## src/rtl/onehot_pulse_decoder.sv

```systemverilog
// onehot_pulse_decoder: re-expands an encoded index into a timed one-hot strobe followed by a guard gap
module onehot_pulse_decoder #(
  parameter int IDX_W     = 3,
  parameter int OUT_W     = 8,
  parameter int PULSE_CYC = 4,
  parameter int GAP_CYC   = 1,
  parameter int CNT_W     = 8
) (
  input  logic             clk,
  input  logic             rst_n,
  input  logic [IDX_W-1:0] in_code,
  input  logic             in_v,
  output logic             in_rdy,
  output logic [OUT_W-1:0] out,
  output logic             out_v,
  output logic             err,
  output logic             busy,
  output logic [CNT_W-1:0] acc_cnt,
  output logic [CNT_W-1:0] err_cnt
);
  typedef enum logic [1:0] {IDLE, PULSE, GAP} state_t;
  localparam int CMAX = PULSE_CYC > GAP_CYC ? PULSE_CYC : GAP_CYC;
  localparam int CW = CMAX > 1 ? $clog2(CMAX) : 1;
  localparam logic [IDX_W:0] OUT_LIM = (IDX_W+1)'(OUT_W);
  localparam state_t POST = GAP_CYC == 0 ? IDLE : GAP;
  state_t state, state_n;
  logic [CW-1:0] cnt;
  logic [OUT_W-1:0] out_n;
  logic xfer, in_range, last, err_n, acc_inc;
  assign in_rdy   = state == IDLE;
  assign busy     = state != IDLE;
  assign xfer     = in_v & in_rdy;
  assign in_range = {1'b0, in_code} < OUT_LIM;
  assign last     = cnt == CW'(state == PULSE ? PULSE_CYC - 1 : GAP_CYC - 1);
  // state register and per-state cycle counter, cleared on every state change
  always_ff @(posedge clk or negedge rst_n) begin
    if (!rst_n) begin
      state <= IDLE;
      cnt   <= '0;
    end else begin
      state <= state_n;
      cnt   <= (state_n != state || state == IDLE) ? '0 : cnt + 1'b1;
    end
  end
  // next state: out-of-range codes skip the strobe and go straight to the gap
  always_comb begin
    state_n = (state == IDLE)  ? (xfer ? (in_range ? PULSE : POST) : IDLE) :
              (state == PULSE) ? (last ? POST : PULSE) :
                                 (last ? IDLE : GAP);
  end
  // next outputs: load the strobe on entry to PULSE, hold it, zero it elsewhere
  always_comb begin
    out_n   = (state_n == PULSE) ? (state == IDLE ? OUT_W'(1) << in_code : out) : '0;
    err_n   = xfer & ~in_range;
    acc_inc = xfer & in_range;
  end
  // registered outputs and saturating counters
  always_ff @(posedge clk or negedge rst_n) begin
    if (!rst_n) begin
      out     <= '0;
      out_v   <= 1'b0;
      err     <= 1'b0;
      acc_cnt <= '0;
      err_cnt <= '0;
    end else begin
      out     <= out_n;
      out_v   <= |out_n;
      err     <= err_n;
      acc_cnt <= acc_cnt + CNT_W'(acc_inc && acc_cnt != '1);
      err_cnt <= err_cnt + CNT_W'(err_n && err_cnt != '1);
    end
  end
endmodule

```

## config.mk

```make
export PLATFORM = sky130hd
export DESIGN_NAME = onehot_pulse_decoder
export DESIGN_NICKNAME = d
export VERILOG_FILES = /design/src/rtl/onehot_pulse_decoder.sv
export SDC_FILE = /design/constraint.sdc
export NUM_CORES = 1
export LEC_CHECK = 0
export ABC_CLOCK_PERIOD_IN_PS = 2900
export CAP_MARGIN = 20
export CORE_ASPECT_RATIO = 0.6
export CORE_MARGIN = 4
export CORE_UTILIZATION = 25
export CTS_CLUSTER_SIZE = 8
export DETAILED_ROUTE_END_ITERATION = 12
export HOLD_SLACK_MARGIN = 0.05
export SLEW_MARGIN = 20
export SYNTH_ARGS = -nofsm -noshare
export SYNTH_HDL_FRONTEND = slang
export SYNTH_SLANG_ARGS = --single-unit
```

## constraint.sdc

```tcl
create_clock -name clk -period 2.9 [get_ports clk]
set_input_delay 0.58 -clock clk [delete_from_list [all_inputs] [get_ports clk]]
set_output_delay 0.58 -clock clk [all_outputs]
set_load 0.005 [all_outputs]
```

# Word-level counts from Yosys, hierarchy flattened
# Index checks and enable logic that the tools add are counted.
# totals
inputBits	6
ramBits	0
rom_bits	0
n_memories	0
latchBits	0
output_inout_bits	28
ff_bits	21
word_cells	28
# op_classes
mul	0
shifts	1
div	0
muxes	9
n_lt_le_gt_ge	0
addsub	2
n_bitwise	1
eq_ne	5
reduce_logical	5
# op_table
op	count
two-way mux 8 bit	2
two-way mux 2 bit	6
adder 8 x 1 -> 8 bit	1
inequality test 8 bit (second input constant)	1
OR reduction 8 bit	1
<< shifter 1 x 3 -> 8 bit (first input constant)	1
equality test 2 x 1 -> 1 bit (second input constant)	2
adder 2 x 1 -> 2 bit (second input constant)	1
equality test 2 bit	1
logical NOT 2 bit	1
inequality test 2 bit	1
nonzero test 2 bit	1
AND 1 bit	1
logical AND 1 bit	1
logical OR 1 bit	1
two-way mux 1 bit	1

# Longest topological paths before layout
# Gate-level depths: netlist of the first run.
# depth
depth_word	9
ltp_mapped	8
depth_no_buf	8

# Least setup slack after synthesis of the first run
# OpenSTA, ideal clock, no wires.
# synth_path
kind	reg2reg
start	register state[0]
end	register acc_cnt[4]
arrival_time_ns	1.632
setup_ns	0.124
required_time_ns	2.776
path_stages_with_launch	9
slack_ns	1.144
period_less_slack_ns	1.756
path_buffers	0
path_cell_list	dfrtp_1 > or2_1 > inv_1 > nand2_1 > a31oi_1 > ha_1 > ha_1 > nand3_1 > xnor2_1
# synth_via
elab_chain_len	4
# synth_rtl
item	line	rtl
start, declared	26	state_t state, state_n;
start signal, assigned	41	state <= state_n;
logical NOT 2 bit	30	assign in_rdy = state == IDLE;
via in_rdy	13	output logic in_rdy,
AND 1 bit	32	assign xfer = in_v & in_rdy;
logical AND 1 bit	69	acc_cnt <= acc_cnt + CNT_W'(acc_inc && acc_cnt != '1);
adder 8 x 1 -> 8 bit	69	
end signal, assigned	69	
end, declared	18	output logic [CNT_W-1:0] acc_cnt,
# The timed path passes the listed nets, and every way through them passes these cells.

# Worst setup path in the final report of the first run
# layout_path
start	register state[0]
end	output in_rdy
# layout_via
elab_chain_len	1
# layout_rtl
item	line
logical NOT 2 bit	30
end, declared	13
# Every way passes these cells.

==> flow_metrics.tcl, run 1 <==
set metrics [dict create \
    power_mw 1.06 \
    port_buffers 24 \
    p_comb_share_pct 37.6 \
    setup_viol 0 \
    cp.required_ns 2.32 \
    r2r_cells 8 \
    relSlewSlack_pct 50.3 \
    path_max_fanout 12 \
    clockBufferDepth 2 \
    n_antenna_cell 0 \
    ys_seq_area_share_pct 54.5 \
    cp.arrival_ns 1.82 \
    seq_area_um2 526 \
    pin_count 34 \
    synth-seq-cells 21 \
    gr-total-overflow 0 \
    synth_cells 92 \
    clock_skew_ns 0.00609 \
    leakagePower_nw 0.545 \
    final_core_util_pct 34.4 \
    die_w_um 88.2 \
    die-area_um2 4950 \
    critPathKind "flip-flop to output pin" \
    die_h_um 56.1 \
    area_growth_syn_to_layout_pct 32.2 \
    reg2reg_setup_slack_ns 0.75 \
    post-route-period-util_pct 82.7 \
    clock_latency_ns 0.26 \
    p_int_mw 0.693 \
    yosysUniqueCellTypes 25 \
    synth_area_um2 965 \
    yosysWarnings 0 \
    holdBufCountCts 0 \
    first_iter_violations 65 \
    switching_share_pct 34.6 \
    placementRows 17 \
    grt_antenna_before_repair 0 \
    wl_um 2040 \
    htree_levels 1 \
    num_vias 731 \
    p_switching_mw 0.366 \
    fin_crit_ns 2.40 \
    start_kind "flip-flop" \
    clk_pin_slew_ns 0.07 \
    final_antenna_net_count 0 \
    worst_pin_slew_ns 0.742 \
    cts_sinks 21 \
    post-dp-hpwl_um 1600 \
    hold_depth 1 \
    coreArea_um2 3700 \
    cp-end-kind "output pin" \
    synth_top_area_cell "dfrtp_1" \
    yosys.area.top_type_share_pct 54.5 \
    cts_buffers 3 \
    dp_slack_ns 0.711 \
    drtPass1Iterations 4 \
    power.density_nw_per_um2 830 \
    netlist_top_cells_area "dfrtp_1, buf_4, xnor2_1" \
    status "complete, no violations" \
    syn_avg_cell_area_um2 10.5 \
    hold_path_class "flip-flop to flip-flop" \
    vias_per_cell 4.40 \
    n_fill_cell 378 \
    max_freq_ghz 0.417 \
    multi_input_area_um2 387 \
    slew_violations 0 \
    fin_nets 128 \
    drcViolationCount 0 \
    start_util_pct 26.1 \
    grt_pass1_wl_um 3300 \
    max_cap_viol_count 0 \
    layout-drive-gt1-share_pct 3.36 \
    gp_congestion 0.831 \
    vdd.ir_drop.worst_mv 0.233 \
    grt_usage_pct 8.76 \
    cts_tree "done" \
    rsz0062_at_grt "no" \
    grt_max_degree 22 \
    cts-resized-gates 0 \
    layout_setup_ws_ns 0.501 \
    clock_power_share_pct 17.5 \
    grt_pass1_vias 665 \
    fin_hold_ws_ns 0.509 \
    finalHoldViolations 0 \
    post_cts_buffers 0 \
    wl_per_cell_um 12.3 \
    root_buffer "clkbuf_8" \
    pwr-share-seq_pct 44.9 \
    finalSetupTns_ns 0 \
]
cells in the final DEF (no fill, tap or decap), drive strengths merged, types with 2 or more instances in the layout:
cell type and instances:
clkdlybuf4s50 24, dfrtp 21, nand2 11, a21oi 9
conb 9, xnor2 6, nand3 5, clkbuf 4
inv 3, nand4b 3, nor4 3, and3 2
a31oi 2, nand4 2, nor2 2, nand2b 2
ha 2
layout make-up:
type                            instances  share of cell area, %
Multi-Input combinational cell         66                   30.3
Timing Repair Buffer                   25                   19.4
Inverter                                3                  0.883
Tap cell                               47                   4.61
Clock buffer                            4                   3.53
Sequential cell                        21                   41.2
critical path, cell delays in order, from the launching register on:
cell,delay [ns]
dfrtp_1,0.43
or2_1,0.39
inv_1,0.21
clkdlybuf4s50_1,0.53
registers in the layout, indices dropped and copies added (netlist names):
name     flops
out_v        1
out          8
cnt          2
state        2
acc_cnt      8
cells by family after synthesis:
group	after synthesis	synth area share, %
AO/OA/AOI/OAI	14	8.04
XOR/XNOR	7	6.36
adder cells (fa/ha/maj)	2	2.59
buffers and inverters	13	8.56
flip-flops	21	54.5
other	1	0.389
AND/OR/NAND/NOR	34	19.6
power by group through the flow:
stage | Sequential (mW) | Clock, mW | Combinational, mW
finish | 0.475 | 0.185 | 0.398
global route | 0.489 | 0.208 | 0.448
CTS | 0.474 | 0.194 | 0.405
detailed placement | 0.480 | 0 | 0.402
global placement | 0.476 | 0 | 0.394
floorplan | 0.467 | 0 | 0.198
synthesized netlist by cell type (all sizes together):
cell     n
nand4b   3
inv      3
nor2     2
nand3b   1
conb     1
dfrtp   21
nand2   11
or4b     1
a21oi    9
nand4    2
and4     1
xor2     1
nand3    5
clkbuf   1
nand2b   2
a22oi    1
o21ai    1
a31oi    2
or2      1
nor4     3
ha       2
and3     2
xnor2    6
o211ai   1
buf      9
path summary, 6_finish.rpt:
path,start,end
worst min register to register,cnt[0],cnt[0]
worst min-delay path,cnt[0],cnt[0]
worst max register to register,state[0],acc_cnt[4]
min in group asynchronous,rst_n,acc_cnt[1]
worst max-delay path,state[0],in_rdy
max in group asynchronous,rst_n,out[2]
stage by stage:
stage               area (um^2)  cells
finish                     1270    166
global route               1270    166
CTS                        1270    166
detailed placement         1230    162
global placement           1230    162
floorplan                   995    100
per-layer routing:
layer  track usage [%]  vias up  wire [um]
met3              3.99        5        158
li1                  -      359          -
met5                 0        -          0
met4              3.23        0         27
met2              12.0       23        833
met1              11.9      344       1020
(Power assumes the default switching activity.)
==> run 2, diff against run 1 <==
ABC_CLOCK_PERIOD_IN_PS = 2000   (was 2900)
clock period = 2 ns   (was 2.9 ns; I/O delays follow)
==> run 2 against run 1 <==
  * Cell count is 4.2% higher
  * Die area did not move
  * First-iteration DRC count fell by 25%
  * Wire length unchanged
  * Worst setup slack worse by 0.44 ns
  * Core utilization is 1.5 points higher
  * Clock-buffer cell count unchanged
  * Register-to-register slack got worse by 0.46 ns
  * Flip-flop and latch count is the same
  * Sequential power is 41% higher
  * Critical path depth did not move
  * Largest cell class unchanged
==> flow_metrics.tcl, run 2 (synthesis gave the netlist of run 1 again) <==
set metrics [dict create \
    critPathKind "flip-flop to output pin" \
    gp_congestion 0.793 \
    power.density_nw_per_um2 1210 \
    cp-end-kind "output pin" \
    die-area_um2 4950 \
    grt_antenna_before_repair 0 \
    fin_crit_ns 1.94 \
    first_iter_violations 49 \
    gr-total-overflow 0 \
    max_cap_viol_count 0 \
    start_kind "flip-flop" \
    die_h_um 56.1 \
    grt_usage_pct 8.73 \
    port_buffers 24 \
    clock_latency_ns 0.26 \
    cp.arrival_ns 1.54 \
    final_antenna_net_count 0 \
    grt_pass1_wl_um 3340 \
    placed_area_um2 1250 \
    wl_per_cell_um 11.8 \
    max_freq_ghz 0.515 \
    coreArea_um2 3700 \
    vdd.ir_drop.worst_mv 0.582 \
    status "complete, no violations" \
    leakagePower_nw 0.577 \
    p_switching_mw 0.540 \
    holdBufCountCts 0 \
    stdcell_area_um2 1330 \
    final_core_util_pct 35.9 \
    vias_per_cell 4.39 \
    switching_share_pct 33.6 \
    clock_skew_ns 0.000719 \
    num_vias 760 \
    final_common_cell "clkdlybuf4s50_1" \
    hold_path_class "input port to async pin" \
    clock_power_share_pct 16.9 \
    post-route-period-util_pct 97.2 \
    placementRows 17 \
    drcViolationCount 0 \
    pwr-share-seq_pct 41.7 \
    drtPass1Iterations 4 \
    grt_pass1_vias 702 \
    layout_setup_ws_ns 0.0565 \
    worst-path-buf-inv 2 \
    path_cells "or2_1 -> buf_4 -> clkdlybuf4s50_1" \
    wl_um 2040 \
    start_util_pct 26.1 \
    setup_viol 0 \
    n_antenna_cell 0 \
    layout-drive-gt1-share_pct 10.3 \
    grt_max_degree 22 \
    die_w_um 88.2 \
    final_cell_mix "clkdlybuf4s50_1, dfrtp_1, nand2_1, a21oi_1, conb_1" \
    finalHoldViolations 0 \
    power_mw 1.61 \
    critPathMaxStageDelay_ns 0.45 \
    dp.cells 165 \
    clockBufferDepth 2 \
    slowest_stage "clkdlybuf4s50_1" \
    pin_count 34 \
    instances_no_fill 173 \
    cp.required_ns 1.60 \
    slew_violations 0 \
    dp_slack_ns 0.105 \
    clk_pin_slew_ns 0.07 \
    critPathTopFamily "buffers and inverters" \
    cts_buffers 3 \
    cts_sinks 21 \
    reg_top3 "acc_cnt: 8 flops, out: 8 flops" \
    p_comb_share_pct 41.4 \
    cts_tree "done" \
    post-dp-hpwl_um 1540 \
    fin_nets 135 \
    area_growth_syn_to_layout_pct 37.7 \
    p_int_mw 1.07 \
    root_buffer "clkbuf_8" \
    htree_levels 1 \
    path_max_fanout 11 \
    n_fill_cell 374 \
]
[run 2: cell types whose count changed in the layout (fill, tap and decap cells not counted), sizes merged]
| cell | delta |
|---|---|
| buf | +7 |
[run 2: metrics by stage]
| step | hold slack [ns] | setup TNS, ns |
|---|---|---|
| 5_1_grt | 0.491 | -0.00120 |
| 6_report | 0.471 | 0 |
| 4_1_cts | 0.483 | 0 |
| 3_5_place_dp | 0.486 | 0 |
| 3_3_place_gp | 0.470 | 0 |
| 2_1_floorplan | 0.104 | 0 |
[run 2: final timing paths]
check | end | start | cells after the start | slack, ns
worst min register to register | acc_cnt[7] | acc_cnt[7] | 1 | 0.49
worst max register to register | acc_cnt[4] | state[1] | 8 | 0.29
worst min-delay path | cnt[1] | rst_n | 2 | 0.47
min in group clk | acc_cnt[7] | acc_cnt[7] | 1 | 0.49
max in group asynchronous | state[1] | rst_n | 2 | 1.31
worst max-delay path | busy | state[1] | 3 | 0.06
[run 2: final cells by class]
cell class,count,area (um^2),area share (%)
sequential,21,527,39.6
timing repair buffer,32,300,22.6
tap,47,58.8,4.43
multi-input combinational,66,387,29.1
inverter,3,11.3,0.847
clock buffer,4,45.0,3.39
[run 2: power groups by stage]
stage | registers [mW] | logic [mW] | clock network, mW
after floorplan | 0.677 | 0.288 | 0
after global placement | 0.695 | 0.614 | 0
after detailed placement | 0.699 | 0.627 | 0
after CTS | 0.670 | 0.625 | 0.279
after global routing | 0.691 | 0.744 | 0.296
final | 0.670 | 0.665 | 0.272
[run 2: layer usage]
metal  global-route usage (%)  vias up  routed length [um]
met5                        0        -                   0
met4                     2.37        0                  10
met3                     3.99        3                 171
met2                     11.6       31                 893
met1                     12.5      353                 965
li1                         -      373                   -
[run 2: timing repair]
| item | 4_1_cts | 5_1_grt |
|---|---|---|
| gates resized for setup | 1 | 1 |
| endpoints found under the setup margin | 1 | 2 |
| setup buffers | 1 | 3 |
[run 2: worst register-to-register path, cell delays in order (launching register included)]
cell and delay (ns):
dfrtp_2 0.42, or2_1 0.23, inv_2 0.08, nand2_1 0.07
a31oi_1 0.16, ha_1 0.19, ha_1 0.20, nand3_1 0.11
xnor2_1 0.14
==> RTL change: new RTL, settings of run 2 <==
`CNT_W`: 8 -> 12.
--- a/src/rtl/onehot_pulse_decoder.sv
+++ b/src/rtl/onehot_pulse_decoder.sv
@@ -4,7 +4,7 @@
   parameter int OUT_W     = 8,
   parameter int PULSE_CYC = 4,
   parameter int GAP_CYC   = 1,
-  parameter int CNT_W     = 8
+  parameter int CNT_W     = 12
 ) (
   input  logic             clk,
   input  logic             rst_n,
Interface: changed (resized acc_cnt and err_cnt); port bits go from 34 to 42. No check against the original RTL was run, so the function may have changed too.
==> RTL change against run 2 <==
Global-route usage is 0.13 points higher. Power increased by 7.6%. Area after synthesis increased by 24%. Final cell count grew 27%. Register-to-register slack lost 0.20 ns. Sequential cell count is 4 higher. Routed wire length rose by 24%. Worst setup slack improved by 0.030 ns. Cell area is 23% higher. Sequential share of layout area down 1.3 points. Critical path type is now register to register.
==> RTL change: results (changes against run 2) <==
----------------------------------------------------
[Route]
  Remaining antenna violation count ... 0 (unchanged)
  Total vias in the final route ... 893 (+18%)
  Count of routing violations after the opening detailed-route iteration ... 54 (+10%)

[Synth]
  Leading cell types by count after synthesis ... sky130_fd_sc_hd__dfrtp_1, sky130_fd_sc_hd__nand2_1, sky130_fd_sc_hd__buf_4
  Library cells used by synthesis ... 26 (+4.0%)
  Register area share after synthesis ... 0.524 (-0.0206)

[Timing]
  Worst clock skew ... 0.00190 ns (+0.00118 ns)
  Final period util ... 0.957 (-0.0148)

[Global routing]
  Pin count of the biggest net entering global routing ... 26 (+18%)
  Global routing usage summed across all routing layers ... 0.0886 (+0.00131)
  Wire length of the first global-routing pass ... 4150 um (+24%)
  Number of global-route vias before repair ... 840 (+20%)

[Setup path]
  Endpoint arrival time on the critical path ... 2.11 ns (+0.57 ns)
  Worst R2R Setup Slack ... 0.09 ns (-0.20 ns)
  End of the worst register-to-register path ... acc_cnt[9]$_DFF_PN0_
  First element of the critical path ... acc_cnt[4]$_DFF_PN0_
  Peak per-stage delay on the critical path ... 0.39 ns (-0.06 ns)
  Depth of the most critical reg-to-reg path ... 7 (-1)
  Type of the setup path with the least slack ... register to register
  Cell with the largest stage delay on the worst path ... sky130_fd_sc_hd__dfrtp_1
  Largest driver fanout on the critical path ... 4 (-7)

[Power and ir drop]
  Fraction of power spent switching nets ... 0.327 (-0.00881)
  Static Leakage ... 0.733 nW (+27%)
  VDD IR-drop max ... 0.000282 V (-52%)

[Cells and area]
  Largest regs ... acc_cnt (12), out (8)
  Fillcell total ... 473 (+26%)
  Nets ... 167 (+24%)

[Placement]
  Routability congestion estimate from global placement ... 0.767 (-3.3%)
  Worst slack at placement ... -0.0897 ns (-0.194 ns)
  HPWL after DPL ... 1910 um (+24%)
  Port-buffer cells ... 28 (+17%)

[Run status]
  Result of the run ... complete, no violations

----------------------------------------------------
RTL change: cell count changes after synthesis, sizes merged:
cell    change
and2        +1
and4        +2
buf         +5
xnor2       +2
and3        -2
inv         +1
nand2       +4
clkbuf      -1
xor2        +2
ha          +1
nor2        +1
nor3        +2
nand4       +1
dfrtp       +4
RTL change: worst max-delay path, delay by kind of cell, from the launching register on:
kind	cells	cell delay, ns
DFF	1	0.39
adders and majority gates	1	0.20
AOI/OAI and AO/OA	1	0.22
xor gates and xnor gates	1	0.16
and+or+nand+nor	4	0.88
RTL change: cell families (layout without fill, tap and decap cells):
| family | count (synthesis) | count (layout) | share of synthesized area |
|---|---|---|---|
| AO/OA/AOI/OAI | 14 | 14 | 0.0650 |
| XOR/XNOR | 11 | 11 | 0.0807 |
| adder cells (fa/ha/maj) | 3 | 3 | 0.0314 |
| buffers and inverters | 18 | 48 | 0.0985 |
| flip-flops | 25 | 25 | 0.524 |
| other | 1 | 13 | 0.00314 |
| AND/OR/NAND/NOR | 43 | 43 | 0.197 |
RTL change: metal layers:
metal,part of all wire,global-route usage
met2,0.40,0.126
met1,0.56,0.130
met3,0.031,0.0238
met5,0,0
met4,0.011,0.0300
RTL change: worst min path at each step:
stage / to / cells after the start / from
floorplan: acc_cnt[0]$_DFF_PN0_ / 0 / rst_n
global placement: acc_cnt[9]$_DFF_PN0_ / 1 / acc_cnt[9]$_DFF_PN0_
detailed placement: cnt[0]$_DFF_PN0_ / 1 / cnt[0]$_DFF_PN0_
CTS: out[6]$_DFF_PN0_ / 2 / rst_n
global route: out[6]$_DFF_PN0_ / 2 / rst_n
finish: out[6]$_DFF_PN0_ / 2 / rst_n
RTL change: final cells by class:
type | instances | share of cell area
inverters | 4 | 0.00920
clock buffers | 4 | 0.0276
multi-input cells | 84 | 0.303
flip-flops and latches | 25 | 0.383
repair buffers | 40 | 0.228
well taps | 63 | 0.0483
RTL change: power by group through the flow:
stage	registers [mW]	clock network, mW	logic (mW)
floorplan	0.760	0	0.306
global placement	0.752	0	0.743
detailed placement	0.752	0	0.733
CTS	0.724	0.302	0.727
global route	0.745	0.324	0.791
finish	0.721	0.291	0.717
RTL change: timing repair:
item / CTS / global route
endpoints found under the setup margin: 1 / 3
gates resized for setup: 0 / 1
buffers inserted: 1 / 0
RTL change: stage by stage:
| stage | cell area, um^2 | power (mW) | instances | setup TNS (ns) | hold WS, ns |
|---|---|---|---|---|---|
| floorplan | 1240 | 1.07 | 127 | 0 | 0.104 |
| finish | 1630 | 1.73 | 220 | 0 | 0.486 |
| global route | 1630 | 1.86 | 220 | -0.0849 | 0.522 |
| detailed placement | 1580 | 1.48 | 215 | -0.157 | 0.487 |
| global placement | 1580 | 1.49 | 215 | 0 | 0.484 |
| CTS | 1630 | 1.75 | 220 | 0 | 0.495 |
